File: src/rtl/regfile_psr.sv
// rtl/regfile_psr.sv - 16x16 general register file with 5-bit processor status register
module regfile_psr #(
  parameter int DATA_W   = 16,
  parameter int NUM_REGS = 16,
  parameter int ADDR_W   = 4,
  parameter bit BYPASS   = 1'b1
) (
  input  logic              clk,
  input  logic              reset,
  input  logic [ADDR_W-1:0] raddr_src,
  input  logic [ADDR_W-1:0] raddr_dest,
  output logic [DATA_W-1:0] rdata_src,
  output logic [DATA_W-1:0] rdata_dest,
  input  logic              we,
  input  logic [ADDR_W-1:0] waddr,
  input  logic [DATA_W-1:0] wdata,
  input  logic [4:0]        flags_in,
  input  logic [4:0]        flag_we,
  output logic [4:0]        psr_out,
  input  logic              psr_load,
  input  logic [4:0]        psr_wdata
);

  logic [DATA_W-1:0] regs [NUM_REGS];
  logic [4:0]        psr;
  logic              wr_ok;

  // Addresses past the last implemented register are treated as holes.
  function automatic logic in_range(input logic [ADDR_W-1:0] addr);
    return (int'(addr) < NUM_REGS);
  endfunction

  // One read port: holes read 0, a same-cycle write is forwarded when enabled.
  function automatic logic [DATA_W-1:0] read_port(input logic [ADDR_W-1:0] addr);
    logic [DATA_W-1:0] val;
    val = '0;
    if (in_range(addr)) begin
      if (BYPASS && we && (waddr == addr)) begin
        val = wdata;
      end else begin
        val = regs[addr];
      end
    end
    return val;
  endfunction

  // A write only lands when enabled and aimed at an implemented register.
  always_comb begin
    wr_ok = we && in_range(waddr);
  end

  // Register array update; reset wipes every entry and drops any pending write.
  always_ff @(posedge clk) begin
    if (reset) begin
      for (int i = 0; i < NUM_REGS; i++) begin
        regs[i] <= '0;
      end
    end else if (wr_ok) begin
      regs[waddr] <= wdata;
    end
  end

  // PSR: bulk load wins over the per-bit flag mask; unmasked bits hold.
  always_ff @(posedge clk) begin
    if (reset) begin
      psr <= 5'b00000;
    end else if (psr_load) begin
      psr <= psr_wdata;
    end else begin
      psr <= (flags_in & flag_we) | (psr & ~flag_we);
    end
  end

  // Combinational operand reads for the ALU.
  always_comb begin
    rdata_src  = read_port(raddr_src);
    rdata_dest = read_port(raddr_dest);
    psr_out    = psr;
  end

endmodule

File: config.mk
export PLATFORM = sky130hd
export DESIGN_NAME = regfile_psr
export DESIGN_NICKNAME = d
export VERILOG_FILES = /design/src/rtl/regfile_psr.sv
export SDC_FILE = /design/constraint.sdc
export NUM_CORES = 1
export LEC_CHECK = 0
export BUFFER_PORTS_ARGS = -buffer_cell sky130_fd_sc_hd__clkbuf_2
export CAP_MARGIN = 40
export CORE_MARGIN = 2
export CORE_UTILIZATION = 60
export DETAILED_ROUTE_END_ITERATION = 6
export PLACE_DENSITY = 0.85
export SLEW_MARGIN = 10
export SYNTH_ARGS = -nofsm -noshare
export SYNTH_HDL_FRONTEND = slang
export SYNTH_SLANG_ARGS = --single-unit
File: constraint.sdc
create_clock -name clk -period 3.2 [get_ports clk]
set_clock_uncertainty 0.1 [all_clocks]
set_input_delay 0.48 -clock clk [delete_from_list [all_inputs] [get_ports clk]]
set_output_delay 0.48 -clock clk [all_outputs]
set_load 0.01 [all_outputs]
## After elaboration in Yosys (flattened, before gate mapping)

Memory sizes are Yosys's and may differ from the RTL's.
Index checks and enable logic that the tools add are counted.

| word-level totals | value |
|---|---|
| flip-flop bits (word level) | 5 |
| bits in writable memories | 256 |
| input bits | 47 |
| output and inout bits | 37 |
| word-level logic and storage cells | 22 |
| memories | 1 |

| operators by class | value |
|---|---|
| equality and inequality tests | 2 |
| mux-type cells | 11 |
| bitwise gates (word level) | 4 |
| reductions and logical operators | 3 |

Memory list:

| name | words | width | read ports | clocked after Yosys merged registers in | wr ports | line | source |
|---|---|---|---|---|---|---|---|
| regs | 16 | 16 | 2 | 0 | 16 | 24 | `logic [DATA_W-1:0] regs [NUM_REGS];` |

Operators by type and width:

| operator | count |
|---|---|
| two-way mux 16 bit | 3 |
| OR reduction 16 bit | 1 |
| bitwise AND 5 bit | 2 |
| == test 4 bit | 2 |
| two-way mux 1 bit | 6 |
| two-way mux 5 bit | 1 |
| inverter 5 bit | 1 |
| OR 5 bit | 1 |
| two-way mux 4 bit | 1 |
| logical AND 1 bit | 2 |

## Longest topological paths before layout

Gate-level depths: netlist of the first run.

| logic depth | value |
|---|---|
| depth in word-level cells | 5 |
| mapped depth | 6 |
| mapped depth without buffers | 4 |

## Least setup slack after synthesis of the first run

No wires, ideal clock.

| timing path | value |
|---|---|
| kind | input port to output port |
| start | input port raddr_dest[2] |
| end | output port rdata_dest[10] |
| data arrival time | 1.851 ns |
| required time | 2.620 ns |
| path slack | 0.769 ns |
| stages on the path | 5 |
| buffers on the path | 2 |
| path through | buf_2 -> xor2_1 -> nor4_4 -> buf_4 -> mux2_2 |

| between the ends | value |
|---|---|
| word-level cells in the longest chain between the ends | 3 |
| elaborated cells on any way between the ends | 4 |
| those cells by class | eq/ne (1); mux (1); reduce/logical (1); memory (1) |

Ends and longest elaborated chain:

| element | line | source |
|---|---|---|
| start: declaration | 11 | `input logic [ADDR_W-1:0] raddr_dest,` |
| branches (longest 2 deep; another with memory (16 x 16 bit)) | - |  |
| two-way mux 16 bit * | 38 | `if (BYPASS && we && (waddr == addr)) begin` |
| end: declaration | 13 | `output logic [DATA_W-1:0] rdata_dest,` |

Mark *: on every way between the ends.

## Worst setup path in the final report of the first run

| timing path | value |
|---|---|
| start | input port raddr_dest[3] |
| end | output port rdata_dest[13] |

The elaborated chain is that of the path after synthesis.

==> metrics.csv, run 1 <==
stage,metric,value,unit
finish,nets@finish,1039,
worst_setup_path,"Cell Chain, Critical Path","buf_2, buf_12, buf_12, mux4_2, mux2i_1, mux2i_1, mux2_2, clkbuf_2",
worst_setup_path,CP endpoint,rdata_dest[13],
floorplanning,core area,23500,um2
clock_network,CTS Buffer Depth,3,
routing,DRT Pass-1 Iters,5,
yosys,"Seq/Total Area, Yosys",0.538,
worst_setup_path,CP Data Arrival Time,2.25,ns
worst_setup_path,Setup crit start,raddr_dest[3],
flow_run,max_cap viols,0,
clock_network,"Reg clk slew, reported paths",0.06,ns
routing,post-DR vias/cell,6.53,
worst_setup_path,Critical Path Start Type,input port,
finish,P&R area growth vs syn,12.0,%
sta,"Period Utilization, post-route",0.886,
global_route,first-pass GRT wire length,53.7,mm
sta,Worst Tran Pin Value,0.614,ns
min_path,worst hold path depth,3,
yosys,Post-Syn Area,14500,um2
worst_setup_path,Required @ worst endpoint,2.62,ns
sta,maximum clock frequency,353,MHz
global_route,gr ovfl total,0,
finish,n_diodes,0,
sta,Hold Fails Final Rpt,0,
clock_network,# clock sinks,261,
yosys,"EDFF count, synth",256,
yosys,synthesized net count,971,
yosys,Area contributors post-synth,"edfxtp_1 (53%), mux4_2 (20%), and2_1 (11%)",
place,Post-Place Cells,1281,
floorplanning,Die ar.,25400,um2
clock_network,setup bufs post-CTS,0,
floorplanning,Die Span X,159,um
routing,drt drc,0,
yosys,synth unique cells,24,
sta,Slew Limit Fails,0,
routing,WL final,35.6,mm
worst_setup_path,crit path buf inv count,4,
power_and_ir_drop,pwr dens,516,nW/um2
routing,WL/cell,26.7,um
worst_setup_path,"critical path fanouts, max",21,
yosys,post-synth top area cell,edfxtp_1,
global_route,gr usage total,0.284,
finish,"non-filler cells, final",1333,
floorplanning,Initial Util,0.615,
global_route,vias in the first global route,9132,
sta,Setup WS post-layout,0.366,ns
outcome,status,"complete, no violations",
yosys,"Avg Cell Area, Syn",15.7,um2
sta,relative slew slack,0.591,
power_and_ir_drop,static leakage,5.95,nW
sta,min Tclk post-route,2.83,ns
yosys,asr flop ratio synth,0,
sta,TNS Setup,0,ns
place,dpl hpwl,22.0,mm
yosys,Ys Warns,0,
power_and_ir_drop,Max IR drop VDD,0.438,mV
clock_network,H-tree level count,1,
global_route,antenna violations before repair,0,
floorplanning,Rows,56,
finish,most frequent cells in the layout,"and2_1 (256), edfxtp_1 (256), mux4_2 (128)",
worst_setup_path,Critical Path Stages,8,
worst_setup_path,"delay-heaviest family, CP",multiplexers,
clock_network,Inserted Clock Buffers,28,
yosys,ys flop type,edfxtp_1,
worst_setup_path,FF-to-FF setup slack,2.32,ns
sta,RSZ-0062 raised after global routing,false,
place,Port-buffer cells,83,
yosys,register bit count reported by yosys,261,
worst_setup_path,"slowest stage delay, CP",0.32,ns
clock_network,TritonCTS clock tree,yes,
finish,top flop regs,regs (256),
place,RePlAce Congestion,0.845,
finish,Biggest register,regs,
clock_network,hold_buf cts,0,
routing,via count,8705,
global_route,pin count of the biggest net entering global routing,41,
finish,Final Core Density,0.688,
clock_network,clock root buffer,clkbuf_16,
worst_setup_path,Reg2Reg Depth,4,
worst_setup_path,Crit Path Class,input port to output port,
min_path,HP Class,input port to flop,
routing,Post-DRT Antenna Nets,0,
yosys,Synth top area share,0.531,
finish,share of cells above drive strength 1,0.336,
routing,Starting DRT DRC Count,878,
worst_setup_path,Crit-path slowest cell,mux4_2,
clock_network,Worst-Skew Late Latency,0.54,ns
floorplanning,I/O pin count,84,
worst_setup_path,CP Capture Type,output port,
finish,max reg flops,256,
clock_network,number of gates resized after CTS,0,
floorplanning,die height,159,um
sta,setup violators final,0,
yosys,post-synthesis cell count,924,
place,dpl ws,0.394,ns
worst min path at each step:
| stage | start | end |
|---|---|---|
| 5_1_grt | psr_wdata[2] | flop |
| 4_1_cts | psr_wdata[4] | flop |
| 3_3_place_gp | flop | flop |
| 6_report | psr_wdata[4] | flop |
| 3_5_place_dp | flop | flop |
| 2_1_floorplan | psr_wdata[4] | flop |
layout make-up:
type / instances / area, um2
timing repair buffer: 117 / 838
tap: 319 / 399
multi-input combinational: 584 / 6270
sequential: 261 / 7790
fill: 1551 / 7340
clock inverter: 16 / 136
clock buffer: 36 / 772
layer usage:
metal	share of wire	wire length [um]	global-route usage
met1	0.37	13000	0.377
met2	0.50	17900	0.482
met3	0.096	3400	0.0560
met4	0.034	1200	0.0893
met5	0	0	0
cells by family (layout without fill, tap and decap cells):
logic type             Yosys count  count (layout)  share of synthesized area
multiplexers                   261             261                      0.294
flip-flops                     261             261                      0.538
AO/OA/AOI/OAI                    5               5                    0.00173
AND/OR/NAND/NOR                310             310                      0.133
buffers and inverters           79             169                     0.0290
XOR/XNOR                         8               8                    0.00484
tightest hold or removal path, cell delays in order:
cell and delay, ns:
clkbuf_2 0.08, a21oi_1 0.05, nor2_1 0.07
stage by stage:
step / instance area, um2 / power (mW) / hold slack [ns]
final: 16200 / 8.36 / 0.0704
after global routing: 16200 / 8.58 / 0.0934
after CTS: 16200 / 8.38 / 0.0593
after detailed placement: 15300 / 5.25 / 0.517
after global placement: 15300 / 5.21 / 0.491
after floorplan: 14500 / 4.84 / 0.523
where the power goes:
| group | internal [mW] | switching, mW |
|---|---|---|
| combinational | 0.544 | 0.593 |
| clock | 1.86 | 1.32 |
| sequential | 3.95 | 0.0978 |
| total | 6.35 | 2.01 |
cell usage after synthesis (2+ instances only):
| cell | instances |
|---|---|
| and2_1 | 256 |
| edfxtp_1 | 256 |
| mux4_2 | 128 |
| mux2i_1 | 101 |
| clkbuf_1 | 39 |
| mux2_2 | 32 |
| nor2_1 | 22 |
| buf_2 | 20 |
| or2_2 | 16 |
| buf_6 | 12 |
| buf_1 | 6 |
| xor2_1 | 6 |
| a21oi_1 | 5 |
| dfxtp_1 | 5 |
| nand2_1 | 4 |
| nand2b_1 | 3 |
| buf_4 | 2 |
| nor3_1 | 2 |
| nor3_2 | 2 |
| nor4_4 | 2 |
| xnor2_1 | 2 |
(Power assumes the default switching activity.)
==> run 2, diff against run 1 <==
CORE_UTILIZATION = 36   (was 60)
PLACE_DENSITY = 0.58   (was 0.85)
==> run 2 against run 1 <==
Effect of this change:
- final cell count increased by 16%
- critical path depth decreased by 1
- clock-buffer cell count decreased by 3
- sequential cell count unchanged
- wire length increased by 13%
- clock power increased by 4%
- via count decreased by 3.1%
- critical endpoint is now rdata_dest[11]
- largest power group unchanged
==> metrics.csv, run 2 (synthesis gave the netlist of run 1 again) <==
stage,metric,value,unit
finish,P&R area growth vs syn,14.4,%
floorplanning,Initial Util,0.364,
place,dpl hpwl,25.5,mm
worst_setup_path,CP Data Arrival Time,2.33,ns
finish,top flop regs,regs (256),
sta,TNS Setup,0,ns
sta,min Tclk post-route,2.91,ns
floorplanning,I/O pin count,84,
power_and_ir_drop,pwr dens,515,nW/um2
routing,WL/cell,25.9,um
sta,"Period Utilization, post-route",0.909,
power_and_ir_drop,Max IR drop VDD,0.415,mV
clock_network,setup bufs post-CTS,0,
worst_setup_path,FF-to-FF setup slack,2.31,ns
global_route,antenna violations before repair,0,
sta,setup violators final,0,
floorplanning,Die Span X,205,um
worst_setup_path,crit-path most repeated cell,mux2i_1,
clock_network,number of gates resized after CTS,0,
worst_setup_path,CP Capture Type,output port,
worst_setup_path,Setup crit start,raddr_dest[0],
sta,Hold Fails Final Rpt,0,
clock_network,TritonCTS clock tree,yes,
clock_network,Inserted Clock Buffers,30,
routing,drt drc,0,
sta,RSZ-0062 raised after global routing,false,
global_route,first-pass GRT wire length,58.9,mm
routing,via count,8433,
worst_setup_path,Critical Path Start Type,input port,
worst_setup_path,"slowest stage delay, CP",0.54,ns
worst_setup_path,crit path buf inv count,3,
worst_setup_path,"critical path fanouts, max",26,
routing,post-DR vias/cell,5.44,
place,dpl ws,0.268,ns
finish,Biggest register,regs,
sta,Worst Tran Pin Value,0.623,ns
worst_setup_path,"Cell Chain, Critical Path","buf_4, buf_12, mux4_2, mux2i_1, mux2i_1, mux2_2, clkbuf_2",
sta,Slew Limit Fails,0,
routing,WL final,40.2,mm
flow_run,max_cap viols,0,
worst_setup_path,"delay-heaviest family, CP",multiplexers,
worst_setup_path,Reg2Reg Depth,4,
global_route,pin count of the biggest net entering global routing,33,
floorplanning,Die ar.,41800,um2
min_path,HP Class,input port to flop,
finish,most frequent cells in the layout,"and2_1 (256), edfxtp_1 (256), mux4_2 (128)",
clock_network,H-tree level count,1,
power_and_ir_drop,static leakage,6.01,nW
outcome,status,"complete, no violations",
worst_setup_path,Crit Path Class,input port to output port,
clock_network,# clock sinks,261,
finish,# fillers,3612,
global_route,gr ovfl total,0,
sta,relative slew slack,0.584,
sta,maximum clock frequency,344,MHz
finish,FF/Latch Area,7790,um2
place,Port-buffer cells,83,
floorplanning,Rows,73,
worst_setup_path,Critical Path Stages,7,
floorplanning,die height,205,um
clock_network,Worst-Skew Late Latency,0.55,ns
clock_network,"Reg clk slew, reported paths",0.06,ns
routing,Starting DRT DRC Count,687,
clock_network,hold_buf cts,0,
place,RePlAce Congestion,0.763,
routing,DRT Pass-1 Iters,5,
clock_network,clock root buffer,clkbuf_16,
routing,Post-DRT Antenna Nets,0,
finish,nets@finish,1047,
clock_network,CTS Buffer Depth,3,
global_route,vias in the first global route,8936,
floorplanning,core area,39700,um2
finish,max reg flops,256,
global_route,gr usage total,0.194,
worst_setup_path,CP endpoint,rdata_dest[11],
worst_setup_path,Crit-path slowest cell,mux4_2,
finish,share of cells above drive strength 1,0.339,
worst_setup_path,Required @ worst endpoint,2.62,ns
finish,area of the multi-input gates,6280,um2
sta,Setup WS post-layout,0.290,ns
-- run 2: changes by cell type in the layout (fill, tap and decap cells not counted), sizes merged --
cell and delta:
buf +6, clkinvlp -2, clkinv +9, clkbuf -3, diode +2
-- run 2: worst min-delay path by stage --
stage	cells past startpoint	to	start	slack [ns]
after global placement	4	flop	flop	0.49
after global routing	3	flop	psr_wdata[4]	0.08
final	3	flop	psr_wdata[0]	0.06
after CTS	3	flop	psr_wdata[0]	0.05
after floorplan	2	flop	psr_wdata[4]	0.52
after detailed placement	4	flop	flop	0.53
-- run 2: final cells by class --
| class | count | area share |
|---|---|---|
| diodes | 2 | 0.000302 |
| clock buffers | 33 | 0.0473 |
| clock inverters | 23 | 0.00922 |
| multi-input cells | 584 | 0.379 |
| flip-flops and latches | 261 | 0.471 |
| well taps | 525 | 0.0397 |
| repair buffers | 123 | 0.0537 |
-- run 2: layer usage --
metal / share of wire / up-vias / track usage
met5: 0 / - / 0
met4: 0.027 / 0 / 0.0536
met3: 0.051 / 63 / 0.0245
met2: 0.49 / 259 / 0.326
met1: 0.44 / 4425 / 0.267
li1: - / 3686 / -
-- run 2: metrics by stage --
stage | std cells | power, mW | hold slack [ns] | utilization | area [um2]
6_report | 1551 | 8.52 | 0.0585 | 0.417 | 16600
5_1_grt | 1549 | 8.80 | 0.0835 | 0.416 | 16500
4_1_cts | 1549 | 8.58 | 0.0487 | 0.416 | 16500
3_5_place_dp | 1493 | 5.30 | 0.530 | 0.393 | 15600
3_3_place_gp | 1493 | 5.28 | 0.494 | 0.393 | 15600
2_1_floorplan | 924 | 4.84 | 0.523 | - | 14500
-- run 2: report_power, final --
| group | internal, mW | switching (mW) |
|---|---|---|
| sequential | 3.95 | 0.0943 |
| combinational | 0.549 | 0.623 |
| clock | 1.90 | 1.40 |
-- run 2: worst min-delay path, cell delays in order --
cell and delay [ns]:
clkbuf_2 0.07, a21oi_1 0.05, nor2_1 0.07
==> run 3, diff against run 2 <==
MAX_ROUTING_LAYER = met4   (was default)
==> run 3 against run 2 <==
Effect of this change:
- first-iteration DRC count decreased by 7.6%
- wire length increased by 0.11%
- hold slack about the same
- clock-buffer cell count unchanged
- sequential share of layout area about the same
- fmax about the same
- sequential cell count unchanged
- global-route usage increased by 0.59 points
- critical path type unchanged
- largest cell class unchanged
- highest routed layer unchanged
==> metrics.csv, run 3 (synthesis gave the netlist of run 1 again) <==
stage,metric,value,unit
outcome,status,"complete, no violations",
sta,RSZ-0062 raised after global routing,false,
routing,Post-DRT Antenna Nets,0,
floorplanning,die height,205,um
place,Post-Place Cells,1493,
sta,Setup WS post-layout,0.293,ns
worst_setup_path,Required @ worst endpoint,2.62,ns
finish,most frequent cells in the layout,"and2_1 (256), edfxtp_1 (256), mux4_2 (128)",
global_route,gr ovfl total,0,
worst_setup_path,"delay-heaviest family, CP",multiplexers,
floorplanning,I/O pin count,84,
clock_network,setup bufs post-CTS,0,
worst_setup_path,Crit-path slowest cell,mux4_2,
floorplanning,core area,39700,um2
finish,share of cells above drive strength 1,0.339,
place,Port-buffer cells,83,
min_path,HP Start,psr_wdata[0],
power_and_ir_drop,Psw,2.11,mW
finish,"non-filler cells, final",1549,
power_and_ir_drop,static leakage,6.01,nW
clock_network,"Reg clk slew, reported paths",0.06,ns
global_route,pin count of the biggest net entering global routing,33,
floorplanning,Initial Util,0.364,
power_and_ir_drop,total power,8.51,mW
power_and_ir_drop,Max IR drop VDD,0.414,mV
routing,WL/cell,26.0,um
min_path,worst hold path depth,3,
power_and_ir_drop,power share of the sequential group,0.475,
worst_setup_path,"critical path fanouts, max",26,
place,dpl ws,0.268,ns
power_and_ir_drop,Logic pwr share,0.138,
sta,TNS Setup,0,ns
worst_setup_path,FF-to-FF setup slack,2.32,ns
clock_network,# clock sinks,261,
worst_setup_path,crit path buf inv count,3,
finish,final instance area,16500,um2
routing,Starting DRT DRC Count,635,
sta,Slew Limit Fails,0,
worst_setup_path,CP Capture Type,output port,
power_and_ir_drop,pwr dens,515,nW/um2
finish,P&R area growth vs syn,14.3,%
finish,Final Core Density,0.416,
sta,Worst Tran Pin Value,0.627,ns
floorplanning,Die ar.,41800,um2
sta,setup violators final,0,
routing,post-DR vias/cell,5.47,
power_and_ir_drop,Clk pwr share,0.387,
finish,Biggest register,regs,
clock_network,clock root buffer,clkbuf_16,
finish,top flop regs,regs (256),
finish,n_diodes,0,
clock_network,Worst-Skew Late Latency,0.55,ns
worst_setup_path,CP Data Arrival Time,2.33,ns
worst_setup_path,crit-path most repeated cell,mux2i_1,
worst_setup_path,"Cell Chain, Critical Path","buf_4, buf_12, mux4_2, mux2i_1, mux2i_1, mux2_2, clkbuf_2",
sta,min Tclk post-route,2.91,ns
worst_setup_path,Crit Path Class,input port to output port,
routing,WL final,40.3,mm
clock_network,hold_buf cts,0,
place,DP Area,15600,um2
power_and_ir_drop,Int Power,6.40,mW
routing,DRT Pass-1 Iters,5,
sta,"Period Utilization, post-route",0.909,
sta,Hold Fails Final Rpt,0,
global_route,gr usage total,0.200,
clock_network,H-tree level count,1,
sta,Final Hold Slack,0.0587,ns
worst_setup_path,Reg2Reg Depth,4,
worst_setup_path,"slowest stage delay, CP",0.55,ns
clock_network,number of gates resized after CTS,0,
worst_setup_path,Critical Path Start Type,input port,
global_route,vias in the first global route,8929,
power_and_ir_drop,switching share of power,0.248,
place,dpl hpwl,25.5,mm
clock_network,Inserted Clock Buffers,30,
sta,maximum clock frequency,344,MHz
flow_run,max_cap viols,0,
place,RePlAce Congestion,0.773,
clock_network,TritonCTS clock tree,yes,
routing,drt drc,0,
global_route,antenna violations before repair,0,
finish,max reg flops,256,
finish,nets@finish,1047,
routing,via count,8473,
clock_network,CTS Buffer Depth,3,
global_route,first-pass GRT wire length,58.9,mm
min_path,HP Class,input port to flop,
floorplanning,Rows,73,
floorplanning,Die Span X,205,um
sta,relative slew slack,0.582,
[run 3: cell types whose count changed in the layout (fill, tap and decap cells not counted)]
cell / delta
diode_2: -2
[run 3: worst reg2reg max path, stage by stage (launching register included)]
cell and delay [ns]:
dfxtp_1 0.32, mux2i_1 0.12, nor2_1 0.05, a21oi_1 0.12, nor2_1 0.05
[run 3: final cells by class]
| class | count | area, um2 |
|---|---|---|
| clock buffers | 33 | 783 |
| clock inverters | 23 | 153 |
| fillers | 3612 | 23200 |
| multi-input cells | 584 | 6280 |
| flip-flops and latches | 261 | 7790 |
| well taps | 525 | 657 |
| repair buffers | 123 | 888 |
[run 3: metal layers]
metal | up-vias | GRT usage | part of all wire
li1 | 3687 | - | -
met1 | 4449 | 0.267 | 0.44
met2 | 271 | 0.326 | 0.48
met3 | 66 | 0.0242 | 0.052
met4 | 0 | 0.0536 | 0.027
met5 | - | - | 0
[run 3: how the worst max path moves through the flow]
stage	endpoint	cells past startpoint	startpoint
finish	rdata_dest[10]	7	raddr_dest[0]
global route	rdata_dest[10]	7	raddr_dest[0]
CTS	rdata_dest[11]	7	raddr_dest[0]
detailed placement	rdata_dest[11]	7	raddr_dest[0]
global placement	rdata_dest[11]	7	raddr_dest[0]
floorplan	rdata_dest[10]	5	raddr_dest[2]
[run 3: power groups by stage]
stage,Sequential (mW),Clock [mW],Combinational (mW)
finish,4.05,3.30,1.17
global route,4.07,3.48,1.25
CTS,4.04,3.36,1.18
detailed placement,4.12,0,1.18
global placement,4.10,0,1.17
floorplan,4.07,0,0.765
